[config.mk]
export PLATFORM = sky130hd
export DESIGN_NAME = ps2_host_tx_flat
export DESIGN_NICKNAME = d
export VERILOG_FILES = /design/src/rtl/ps2_pkg.sv /design/src/rtl/ps2_host_tx_if.sv /design/src/rtl/ps2_line_filter.sv /design/src/rtl/ps2_host_tx.sv /design/src/flat_wrapper.sv
export SDC_FILE = /design/constraint.sdc
export NUM_CORES = 1
export LEC_CHECK = 0
export BUFFER_PORTS_ARGS = -buffer_cell sky130_fd_sc_hd__buf_2
export CAP_MARGIN = 20
export CORE_AREA = 3 3 76 78
export DETAILED_ROUTE_END_ITERATION = 8
export DIE_AREA = 0 0 79 81
export PLACE_DENSITY = 0.74
export SYNTH_ARGS = -nofsm -noshare
export SYNTH_HDL_FRONTEND = slang
export SYNTH_SLANG_ARGS = --single-unit
[constraint.sdc]
create_clock -name CLK -period 1.9 [get_ports CLK]
set_input_delay 0.19 -clock CLK [delete_from_list [all_inputs] [get_ports CLK]]
set_output_delay 0.19 -clock CLK [all_outputs]
set_load 0.02 [all_outputs]
[src/rtl/ps2_pkg.sv]
// rtl/ps2_pkg.sv - shared PS/2 types, command constants and timing helper
package ps2_pkg;

    typedef enum logic [2:0] {
        ST_IDLE,
        ST_INHIBIT,
        ST_REQ,
        ST_SHIFT,
        ST_WAIT_IDLE,
        ST_DONE,
        ST_ERR
    } ps2_tx_state_t;

    localparam logic [7:0] PS2_CMD_SET_LEDS = 8'hED;
    localparam logic [7:0] PS2_CMD_ECHO     = 8'hEE;
    localparam logic [7:0] PS2_CMD_ENABLE   = 8'hF4;
    localparam logic [7:0] PS2_CMD_RESET    = 8'hFF;
    localparam logic [7:0] PS2_RSP_ACK      = 8'hFA;

    function automatic int us_to_cyc(input int clk_hz, input int us);
        return (clk_hz / 1_000_000) * us;
    endfunction

endpackage

[src/rtl/ps2_host_tx_if.sv]
// rtl/ps2_host_tx_if.sv - command handshake between a host client and ps2_host_tx
interface ps2_host_tx_if;
    logic [7:0] TX_BYTE;
    logic       TX_VALID;
    logic       TX_READY;
    logic       TX_DONE;
    logic       TX_ERR;
    logic       BUSY;

    modport master (
        output TX_BYTE, TX_VALID,
        input  TX_READY, TX_DONE, TX_ERR, BUSY
    );

    modport slave (
        input  TX_BYTE, TX_VALID,
        output TX_READY, TX_DONE, TX_ERR, BUSY
    );
endinterface

[src/rtl/ps2_line_filter.sv]
// rtl/ps2_line_filter.sv - 2-flop synchronizer plus stability filter for one PS/2 line
module ps2_line_filter #(
    parameter int FILTER_LEN = 8
) (
    input  logic clk,
    input  logic rst,
    input  logic pin_in,
    output logic level
);
    localparam int CNT_W = (FILTER_LEN > 1) ? $clog2(FILTER_LEN) : 1;

    logic             s1_q, s1_d;
    logic             s2_q, s2_d;
    logic             level_q, level_d;
    logic [CNT_W-1:0] cnt_q, cnt_d;

    // cnt_q counts consecutive synchronized samples that disagree with level_q
    always_comb begin
        s1_d    = pin_in;
        s2_d    = s1_q;
        level_d = level_q;
        cnt_d   = cnt_q;
        if (s2_q == level_q) begin
            cnt_d = '0;
        end else if (cnt_q == CNT_W'(FILTER_LEN - 1)) begin
            level_d = s2_q;
            cnt_d   = '0;
        end else begin
            cnt_d = cnt_q + 1'b1;
        end
    end

    always_ff @(posedge clk) begin
        if (rst) begin
            s1_q    <= 1'b1;
            s2_q    <= 1'b1;
            level_q <= 1'b1;
            cnt_q   <= '0;
        end else begin
            s1_q    <= s1_d;
            s2_q    <= s2_d;
            level_q <= level_d;
            cnt_q   <= cnt_d;
        end
    end

    assign level = level_q;
endmodule

[src/rtl/ps2_host_tx.sv]
// rtl/ps2_host_tx.sv - PS/2 host-to-device command transmitter with ACK check
// Optional PS2_HOST_TX_WATCHDOG_EN adds first-edge and frame timeouts.
module ps2_host_tx
    import ps2_pkg::*;
#(
    parameter int CLK_FREQ_HZ           = 50_000_000,
    parameter int INHIBIT_US            = 120,
    parameter int REQ_US                = 5,
    parameter int FILTER_LEN            = 8,
    parameter int FIRST_EDGE_TIMEOUT_US = 15000,
    parameter int FRAME_TIMEOUT_US      = 2000
) (
    input  logic            CLK,
    input  logic            RST,
    ps2_host_tx_if.slave    tx,
    input  logic            PS2_CLK_IN,
    input  logic            PS2_DATA_IN,
    output logic            PS2_CLK_OE,
    output logic            PS2_DATA_OE
);
    localparam int INHIBIT_CYC    = us_to_cyc(CLK_FREQ_HZ, INHIBIT_US);
    localparam int REQ_CYC        = us_to_cyc(CLK_FREQ_HZ, REQ_US);
    localparam int FIRST_EDGE_CYC = us_to_cyc(CLK_FREQ_HZ, FIRST_EDGE_TIMEOUT_US);
    localparam int FRAME_CYC      = us_to_cyc(CLK_FREQ_HZ, FRAME_TIMEOUT_US);
    localparam int MAX_A          = (INHIBIT_CYC > REQ_CYC) ? INHIBIT_CYC : REQ_CYC;
    localparam int MAX_B          = (FIRST_EDGE_CYC > FRAME_CYC) ? FIRST_EDGE_CYC : FRAME_CYC;
    localparam int MAX_CYC        = (MAX_A > MAX_B) ? MAX_A : MAX_B;
    localparam int TMR_W          = $clog2(MAX_CYC + 1);

    logic clk_lvl, data_lvl, clk_fall;

    ps2_line_filter #(.FILTER_LEN(FILTER_LEN)) u_clk_filter (
        .clk(CLK), .rst(RST), .pin_in(PS2_CLK_IN), .level(clk_lvl)
    );

    ps2_line_filter #(.FILTER_LEN(FILTER_LEN)) u_data_filter (
        .clk(CLK), .rst(RST), .pin_in(PS2_DATA_IN), .level(data_lvl)
    );

    ps2_tx_state_t    state_q, state_d;
    logic [TMR_W-1:0] timer_q, timer_d;
    logic [3:0]       bit_cnt_q, bit_cnt_d;
    logic [7:0]       byte_q, byte_d;
    logic             parity_q, parity_d;
    logic             clk_oe_q, clk_oe_d;
    logic             data_oe_q, data_oe_d;
    logic             ready_q, ready_d;
    logic             busy_q, busy_d;
    logic             done_q, done_d;
    logic             err_q, err_d;
    logic             clk_prev_q, clk_prev_d;
`ifdef PS2_HOST_TX_WATCHDOG_EN
    logic [TMR_W-1:0] wd_limit;
`endif

    assign clk_fall = clk_prev_q & ~clk_lvl;

    always_comb begin
        state_d    = state_q;
        timer_d    = timer_q;
        bit_cnt_d  = bit_cnt_q;
        byte_d     = byte_q;
        parity_d   = parity_q;
        clk_oe_d   = clk_oe_q;
        data_oe_d  = data_oe_q;
        ready_d    = 1'b0;
        busy_d     = 1'b1;
        done_d     = 1'b0;
        err_d      = 1'b0;
        clk_prev_d = clk_lvl;
`ifdef PS2_HOST_TX_WATCHDOG_EN
        // Before the first device edge the long limit applies; afterwards the frame limit.
        wd_limit   = (bit_cnt_q == 4'd0) ? TMR_W'(FIRST_EDGE_CYC - 1) : TMR_W'(FRAME_CYC - 1);
`endif
        unique case (state_q)
            ST_IDLE: begin
                clk_oe_d  = 1'b0;
                data_oe_d = 1'b0;
                busy_d    = 1'b0;
                ready_d   = 1'b1;
                if (tx.TX_VALID && ready_q) begin
                    state_d   = ST_INHIBIT;
                    byte_d    = tx.TX_BYTE;
                    parity_d  = ~^tx.TX_BYTE;
                    bit_cnt_d = '0;
                    timer_d   = '0;
                    clk_oe_d  = 1'b1;
                    busy_d    = 1'b1;
                    ready_d   = 1'b0;
                end
            end
            ST_INHIBIT: begin
                if (timer_q == TMR_W'(INHIBIT_CYC - 1)) begin
                    state_d   = ST_REQ;
                    timer_d   = '0;
                    data_oe_d = 1'b1;
                end else begin
                    timer_d = timer_q + 1'b1;
                end
            end
            ST_REQ: begin
                if (timer_q == TMR_W'(REQ_CYC - 1)) begin
                    state_d  = ST_SHIFT;
                    timer_d  = '0;
                    clk_oe_d = 1'b0;
                end else begin
                    timer_d = timer_q + 1'b1;
                end
            end
            ST_SHIFT: begin
                if (clk_fall) begin
`ifdef PS2_HOST_TX_WATCHDOG_EN
                    timer_d = (bit_cnt_q == 4'd0) ? '0 : timer_q + 1'b1;
`endif
                    if (bit_cnt_q < 4'd8) begin
                        data_oe_d = ~byte_q[bit_cnt_q[2:0]];
                        bit_cnt_d = bit_cnt_q + 1'b1;
                    end else if (bit_cnt_q == 4'd8) begin
                        data_oe_d = ~parity_q;
                        bit_cnt_d = bit_cnt_q + 1'b1;
                    end else if (bit_cnt_q == 4'd9) begin
                        data_oe_d = 1'b0;
                        bit_cnt_d = bit_cnt_q + 1'b1;
                    end else if (data_lvl) begin
                        state_d   = ST_ERR;
                        err_d     = 1'b1;
                        clk_oe_d  = 1'b0;
                        data_oe_d = 1'b0;
                    end else begin
                        state_d = ST_WAIT_IDLE;
                    end
                end
`ifdef PS2_HOST_TX_WATCHDOG_EN
                else if (timer_q >= wd_limit) begin
                    state_d   = ST_ERR;
                    err_d     = 1'b1;
                    clk_oe_d  = 1'b0;
                    data_oe_d = 1'b0;
                end else begin
                    timer_d = timer_q + 1'b1;
                end
`endif
            end
            ST_WAIT_IDLE: begin
                if (clk_lvl && data_lvl) begin
                    state_d   = ST_DONE;
                    done_d    = 1'b1;
                    clk_oe_d  = 1'b0;
                    data_oe_d = 1'b0;
                end
`ifdef PS2_HOST_TX_WATCHDOG_EN
                else if (timer_q >= wd_limit) begin
                    state_d   = ST_ERR;
                    err_d     = 1'b1;
                    clk_oe_d  = 1'b0;
                    data_oe_d = 1'b0;
                end else begin
                    timer_d = timer_q + 1'b1;
                end
`endif
            end
            ST_DONE, ST_ERR: begin
                state_d   = ST_IDLE;
                clk_oe_d  = 1'b0;
                data_oe_d = 1'b0;
                ready_d   = 1'b1;
                busy_d    = 1'b0;
            end
            default: begin
                state_d = ST_IDLE;
            end
        endcase
    end

    always_ff @(posedge CLK) begin
        if (RST) begin
            state_q    <= ST_IDLE;
            timer_q    <= '0;
            bit_cnt_q  <= '0;
            byte_q     <= '0;
            parity_q   <= 1'b0;
            clk_oe_q   <= 1'b0;
            data_oe_q  <= 1'b0;
            ready_q    <= 1'b0;
            busy_q     <= 1'b0;
            done_q     <= 1'b0;
            err_q      <= 1'b0;
            clk_prev_q <= 1'b1;
        end else begin
            state_q    <= state_d;
            timer_q    <= timer_d;
            bit_cnt_q  <= bit_cnt_d;
            byte_q     <= byte_d;
            parity_q   <= parity_d;
            clk_oe_q   <= clk_oe_d;
            data_oe_q  <= data_oe_d;
            ready_q    <= ready_d;
            busy_q     <= busy_d;
            done_q     <= done_d;
            err_q      <= err_d;
            clk_prev_q <= clk_prev_d;
        end
    end

    assign tx.TX_READY  = ready_q;
    assign tx.TX_DONE   = done_q;
    assign tx.TX_ERR    = err_q;
    assign tx.BUSY      = busy_q;
    assign PS2_CLK_OE   = clk_oe_q;
    assign PS2_DATA_OE  = data_oe_q;
endmodule

[src/flat_wrapper.sv]
// flat-port wrapper written by rule: the top's interface ports become plain ports
module ps2_host_tx_flat import ps2_pkg::*;
#(
    parameter int CLK_FREQ_HZ           = 50_000_000,
    parameter int INHIBIT_US            = 120,
    parameter int REQ_US                = 5,
    parameter int FILTER_LEN            = 8,
    parameter int FIRST_EDGE_TIMEOUT_US = 15000,
    parameter int FRAME_TIMEOUT_US      = 2000
)
  (CLK, RST, PS2_CLK_IN, PS2_DATA_IN, PS2_CLK_OE, PS2_DATA_OE, tx_TX_BYTE, tx_TX_VALID, tx_TX_READY, tx_TX_DONE, tx_TX_ERR, tx_BUSY);
  ps2_host_tx_if tx_i ();
  input  logic CLK;
  input  logic RST;
  input  logic PS2_CLK_IN;
  input  logic PS2_DATA_IN;
  output logic PS2_CLK_OE;
  output logic PS2_DATA_OE;
  input wire logic [$bits(tx_i.TX_BYTE)-1:0] tx_TX_BYTE;
  input wire logic [$bits(tx_i.TX_VALID)-1:0] tx_TX_VALID;
  output wire logic [$bits(tx_i.TX_READY)-1:0] tx_TX_READY;
  output wire logic [$bits(tx_i.TX_DONE)-1:0] tx_TX_DONE;
  output wire logic [$bits(tx_i.TX_ERR)-1:0] tx_TX_ERR;
  output wire logic [$bits(tx_i.BUSY)-1:0] tx_BUSY;
  assign tx_i.TX_BYTE = tx_TX_BYTE;
  assign tx_i.TX_VALID = tx_TX_VALID;
  assign tx_TX_READY = tx_i.TX_READY;
  assign tx_TX_DONE = tx_i.TX_DONE;
  assign tx_TX_ERR = tx_i.TX_ERR;
  assign tx_BUSY = tx_i.BUSY;
  ps2_host_tx #(.CLK_FREQ_HZ(CLK_FREQ_HZ), .INHIBIT_US(INHIBIT_US), .REQ_US(REQ_US), .FILTER_LEN(FILTER_LEN), .FIRST_EDGE_TIMEOUT_US(FIRST_EDGE_TIMEOUT_US), .FRAME_TIMEOUT_US(FRAME_TIMEOUT_US)) u_core (.CLK(CLK), .RST(RST), .tx(tx_i), .PS2_CLK_IN(PS2_CLK_IN), .PS2_DATA_IN(PS2_DATA_IN), .PS2_CLK_OE(PS2_CLK_OE), .PS2_DATA_OE(PS2_DATA_OE));
endmodule
======== Word level (Yosys, flattened, before mapping) ========
Index checks and enable logic that the tools add are counted.
word-level totals
  flip-flop bits (word level) ............. 55
  input port bits ......................... 13
  output and inout port bits .............. 6
cells by class
  add/subtract/negate cells ............... 4
  magnitude comparators ................... 2
  eq/ne operators ......................... 25
  multiplexer cells ....................... 42
  bitwise operators ....................... 9
  reductions and logical operators ........ 22
operators by type and width
  cell                                                    count
  2-to-1 mux 20 bit                                       3
  case mux 20 bit (3 select lines)                        1
  2-to-1 mux 3 bit                                        8
  adder 20 x 1 -> 20 bit (second input constant)          1
  equality test 20 x 13 -> 1 bit (second input constant)  1
  equality test 20 x 8 -> 1 bit (second input constant)   1
  2-to-1 mux 4 bit                                        5
  2-to-1 mux 1 bit                                        17
  AND reduction 8 bit                                     2
  equality test 3 bit (second input constant)             5
  case mux 3 bit (5 select lines)                         1
  != test 2 x 1 -> 1 bit (second input constant)          5
  OR reduction 3 bit                                      3
  equality test 4 bit (second input constant)             2
  != test 2 bit (second input constant)                   4
  inverter 1 bit                                          8
  case mux 4 bit (2 select lines)                         1
  AND reduction 2 bit                                     4
  XNOR reduction 8 bit                                    1
  adder 3 x 1 -> 3 bit (second input constant)            2
  equality test 3 x 2 -> 1 bit (second input constant)    2
  OR reduction 6 bit                                      1
  != test 5 x 2 -> 1 bit (second input constant)          1
  case mux 1 bit (5 select lines)                         1
  other kinds (20)                                        24

======== Depth between registers and ports, before layout ========
  word-level depth ........................ 6
  depth in mapped cells ................... 9
  gate-level depth less buffers ........... 7

======== Modules after synthesis ========
From an unflattened synthesis, not the netlist that was laid out.
second synthesis, totals
  cell total of the unflattened synthesis .. 304
  area total of the unflattened synthesis .. 2,767.7 um^2
modules (own cells, without submodules)
  module           instances  cells each  area an instance (um^2)  seq. area each (um^2)
  ps2_host_tx      1          272         2,354.8                  860.8
  ps2_line_filter  2          16          206.4                    120.1

======== Worst setup path before layout ========
No wires, ideal clock.
  kind .................................... flip-flop to flip-flop
  start point ............................. register u_core.bit_cnt_q[0]
  end point ............................... register u_core.clk_oe_q, in the netlist u_core.PS2_CLK_OE
  arrival ................................. 1,750 ps
  data required time ...................... 1,767 ps
  setup slack ............................. 18 ps
  cell stages (with the launch flop) ...... 8
  cells stage by stage .................... dfxtp_1 > inv_1 > ha_1 > o21bai_1 > nand4b_1 > a32o_1 > o31ai_1 > a21oi_1
between the ends
  word-level cells in the longest chain between the ends .. 3
  elaborated cells between the ends (all ways) .. 7
  classes of those cells .................. order compare (1); eq/ne (5); reduce/logical (1)
ends and longest elaborated chain
  item                                        RTL line            source
  start: declaration                          ps2_host_tx.sv:42   logic [3:0] bit_cnt_q, bit_cnt_d;
  start signal: assignment                    ps2_host_tx.sv:192  bit_cnt_q <= bit_cnt_d;
  < comparator 4 bit (tied with other cells)  ps2_host_tx.sv:115  if (bit_cnt_q < 4'd8) begin
  != test 2 bit (no line)                     --
  AND reduction 8 bit (no line) *             --
  end signal: assignment                      ps2_host_tx.sv:195  clk_oe_q <= clk_oe_d;
  end: declaration                            ps2_host_tx.sv:45   logic clk_oe_q, clk_oe_d;
Mark *: on every way between the ends. The rest lies on a longest branch, timed or not.
A chain may end at the register's enable or synchronous reset.

======== Worst setup path in the final report ========
  start point ............................. register u_core.timer_q[0]
  end point ............................... register u_core.timer_q[10]
between the ends
  word-level cells in the longest chain between the ends .. 3
  elaborated cells between the ends (all ways) .. 6
  classes of those cells .................. add/sub (1); eq/ne (2); mux (3)
ends and longest elaborated chain
  item                                            RTL line                               source
  start: declaration                              ps2_host_tx.sv:41                      logic [TMR_W-1:0] timer_q, timer_d;
  start signal: assignment                        ps2_host_tx.sv:191                     timer_q <= timer_d;
  adder 20 x 1 -> 20 bit (tied with other cells)  ps2_host_tx.sv:98, ps2_host_tx.sv:107
  2-to-1 mux 20 bit (on tied branches)            ps2_host_tx.sv:102, ps2_host_tx.sv:93
  case mux 20 bit (3 select lines) *              ps2_host_tx.sv:75                      unique case (state_q)
Marks and branches as above.

==> qor.yml <==
yosys_warnings: 0
clk_pin_slew_ns: 0.10
r2r_slack_ns: -0.02
synth_edf_count: 0
worstReg2RegStart: "u_core.timer_q[0]"
setup_violations: 6
portBuffers: 18
hold_buffers: 0
p_leak_nw: 1.22
rsz0062_at_grt: "yes"
grt_pass1_wl_um: 10300
area_growth_pct: 20.9
die_w_um: 79
dieArea_um2: 6400
fillers: 440
rows: 26
detail-route-antenna-nets: 0
routed_wl_um: 6270
utilization: 0.656
met2_usage: 0.352
critPathCaptureType: "register"
finalClockSkew_ns: 0.0108
required_ns: 2.10
ys_ff_latch: 55
coreArea_um2: 5140
grt_pass1_vias: 2288
final-max-slew-violation-count: 0
syn_avg_cell_area_um2: 8.68
ys_seq_area_frac: 0.395
gr-total-overflow: 0
violations: "negative setup slack"
start_util: 0.542
vias: 2398
drt_iter0_markers: 98
clk_path_buf_depth: 2
busiest_layer: "met2"
outcome: "finished, violations left"
first_pass_iters: 4
finalCritPeriodShare: 1.01
nets: 385
antenna_found_initial: 0
gp_congestion: 0.869
max_cap_viol_count: 0
min_period_ns: 1.92
p_comb_frac: 0.387
htreeDepth: 2
maxClockFrequency_mhz: 520
cts-root-buf: "clkbuf_8"
grt_use_met1: 0.253
setup.worst_path.start: "u_core.timer_q[0]"
powerDensity_nw_per_um2: 980
hp-class: "input port to register"
clock_power_share: 0.199
worst_slew_pin_slew_ns: 0.377
grt_use_total: 0.202
drive_gt1_frac: 0.266
crit_fanout: 6
power_switching_mw: 1.22
grt_max_degree: 34
antenna_cells: 0
crit_arrival_ns: 2.13
synth_cell_type_count: 52
ir_drop_mv: 0.589
swShare: 0.369
syn-num-nets: 343
layout_setup_ws_ns: -0.0238
seq_power_share: 0.414
cts_tree: "built"
worstSetupPathType: "register to register"
r2r_end: "u_core.timer_q[10]"
synth_cells: 321
hold_viol: 0
critPathCapture: "u_core.timer_q[10]"
ys_dominant_reg_cell: "dfxtp_1"
total_power_mw: 3.30
synth_area_um2: 2790
dieHeight_um: 81
startpoint_type: "register"
slew_headroom: 0.748
ios: 19
cts_made_buffers: 5
p_int_mw: 2.08
drc: 0
wl_per_cell_um: 14.4
async_flop_share: 0
cts_sinks: 55
clkLatencyLatePin_ns: 0.32
reg2reg_depth: 7
dpl.hpwl_um: 4370
grt_use_met3: 0.0333
viasPerCell: 5.53
==> power groups by stage <==
stage               sequential [mW]  clock [mW]  combinational (mW)
floorplan                      1.39           0               0.728
global placement               1.37           0                1.09
detailed placement             1.37           0                1.10
CTS                            1.34       0.679                1.10
global route                   1.38       0.725                1.39
finish                         1.37       0.658                1.28
==> metrics by stage <==
step | TNS (ns) | setup slack (ns) | cells | hold slack, ns | instance area [um^2]
2_1_floorplan | 0 | 0.0178 | 321 | 0.294 | 2790
3_3_place_gp | 0 | 0.100 | 420 | 0.374 | 3100
4_1_cts | 0 | 0.0404 | 428 | 0.0556 | 3190
5_1_grt | -2.02 | -0.146 | 434 | 0.0462 | 3370
3_5_place_dp | 0 | 0.0579 | 420 | 0.386 | 3100
6_report | -0.113 | -0.0238 | 434 | 0.0561 | 3370
==> kinds of logic after synthesis <==
kind of cell,after synthesis,synth area share
buffers and inverters,25,0.0408
AO/OA/AOI/OAI,65,0.165
AND/OR/NAND/NOR,140,0.263
flip-flops,55,0.395
multiplexers,5,0.0269
adder cells (fa/ha/maj),9,0.0404
XOR/XNOR,22,0.0691
==> sequential cells by signal, indices dropped and copies added, names as in the netlist <==
name / count
u_core.u_data_filter.s2_q: 1
u_core.parity_q: 1
u_core.u_data_filter.s1_q: 1
u_core.u_data_filter.cnt_q: 3
u_core.PS2_DATA_OE: 1
u_core.PS2_CLK_OE: 1
u_core.byte_q: 8
u_core.tx.TX_DONE: 1
u_core.tx.BUSY: 1
u_core.timer_q: 20
u_core.tx.TX_ERR: 1
u_core.state_q: 3
u_core.bit_cnt_q: 4
u_core.u_clk_filter.s2_q: 1
u_core.clk_prev_q: 1
u_core.u_data_filter.level: 1
u_core.u_clk_filter.s1_q: 1
u_core.tx.TX_READY: 1
u_core.u_clk_filter.cnt_q: 3
u_core.u_clk_filter.level: 1
==> repair_timing <==
item	4_1_cts	5_1_grt
endpoints found under the setup margin	0	19
setup buffers	0	5
resized for setup	0	29
==> worst max-delay path: stages, from the launching register on <==
cell,delay [ns]
dfxtp_4,0.40
ha_4,0.12
nor4bb_2,0.18
nand2_1,0.10
o31a_1,0.39
o31ai_4,0.37
clkbuf_16,0.21
a21oi_1,0.04
==> Yosys cell counts (all sizes together), types with 3 or more instances <==
cell | n | share of area
clkbuf | 9 | 0.012
o22ai | 3 | 0.0067
o2111ai | 3 | 0.0094
xor2 | 5 | 0.016
nand3 | 9 | 0.016
nor4 | 9 | 0.030
nor2 | 23 | 0.031
nor3 | 18 | 0.032
buf | 6 | 0.015
inv | 10 | 0.013
dfxtp | 55 | 0.39
o21ai | 9 | 0.016
nand4 | 7 | 0.016
and2 | 7 | 0.016
mux2i | 3 | 0.011
ha | 9 | 0.040
o31ai | 3 | 0.013
xnor2 | 17 | 0.053
a21oi | 22 | 0.039
a211oi | 4 | 0.011
nand2 | 41 | 0.055
or2 | 10 | 0.022
==> layer usage <==
metal / routed length, um / up-vias
li1: - / 1225
met1: 2830 / 1130
met2: 3160 / 37
met3: 190 / 6
met4: 85 / 0
met5: 0 / -
==> final cells by class <==
class                   instances  area (um^2)  share of cell area
flip-flops and latches         55         1110               0.329
inverters                      10         37.5              0.0111
multi-input cells             241         1680               0.498
repair buffers                 50          368               0.109
clock inverters                 2         16.3             0.00483
clock buffers                   6         72.6              0.0215
well taps                      70         87.6              0.0260
==> how the worst min path moves through the flow <==
stage / start / endpoint / slack, ns / depth (start not counted)
2_1_floorplan: PS2_CLK_IN / u_core.u_clk_filter.s1_q / 0.29 / 1
3_3_place_gp: PS2_DATA_IN / u_core.u_data_filter.s1_q / 0.37 / 2
3_5_place_dp: PS2_CLK_IN / u_core.u_clk_filter.s1_q / 0.39 / 2
4_1_cts: PS2_DATA_IN / u_core.u_data_filter.s1_q / 0.06 / 2
5_1_grt: PS2_DATA_IN / u_core.u_data_filter.s1_q / 0.05 / 2
6_report: PS2_DATA_IN / u_core.u_data_filter.s1_q / 0.06 / 2
==> placed cells by master (no fill, tap or decap), types with 3 or more instances in the layout <==
| master | instances |
|---|---|
| o2111ai_2 | 3 |
| and2_1 | 6 |
| buf_4 | 28 |
| o21ai_0 | 8 |
| nand2_1 | 41 |
| or2_2 | 10 |
| o22ai_1 | 3 |
| a21oi_1 | 22 |
| dfxtp_1 | 50 |
| nor3_1 | 18 |
| nand3_1 | 7 |
| buf_2 | 18 |
| ha_1 | 7 |
| xor2_1 | 5 |
| mux2i_1 | 3 |
| inv_1 | 9 |
| xnor2_1 | 17 |
| clkbuf_8 | 5 |
| nand4_1 | 7 |
| a211oi_1 | 4 |
| nor2_1 | 21 |
| dfxtp_2 | 4 |
| nor4_1 | 6 |
Power figures use the tool's default switching activity.
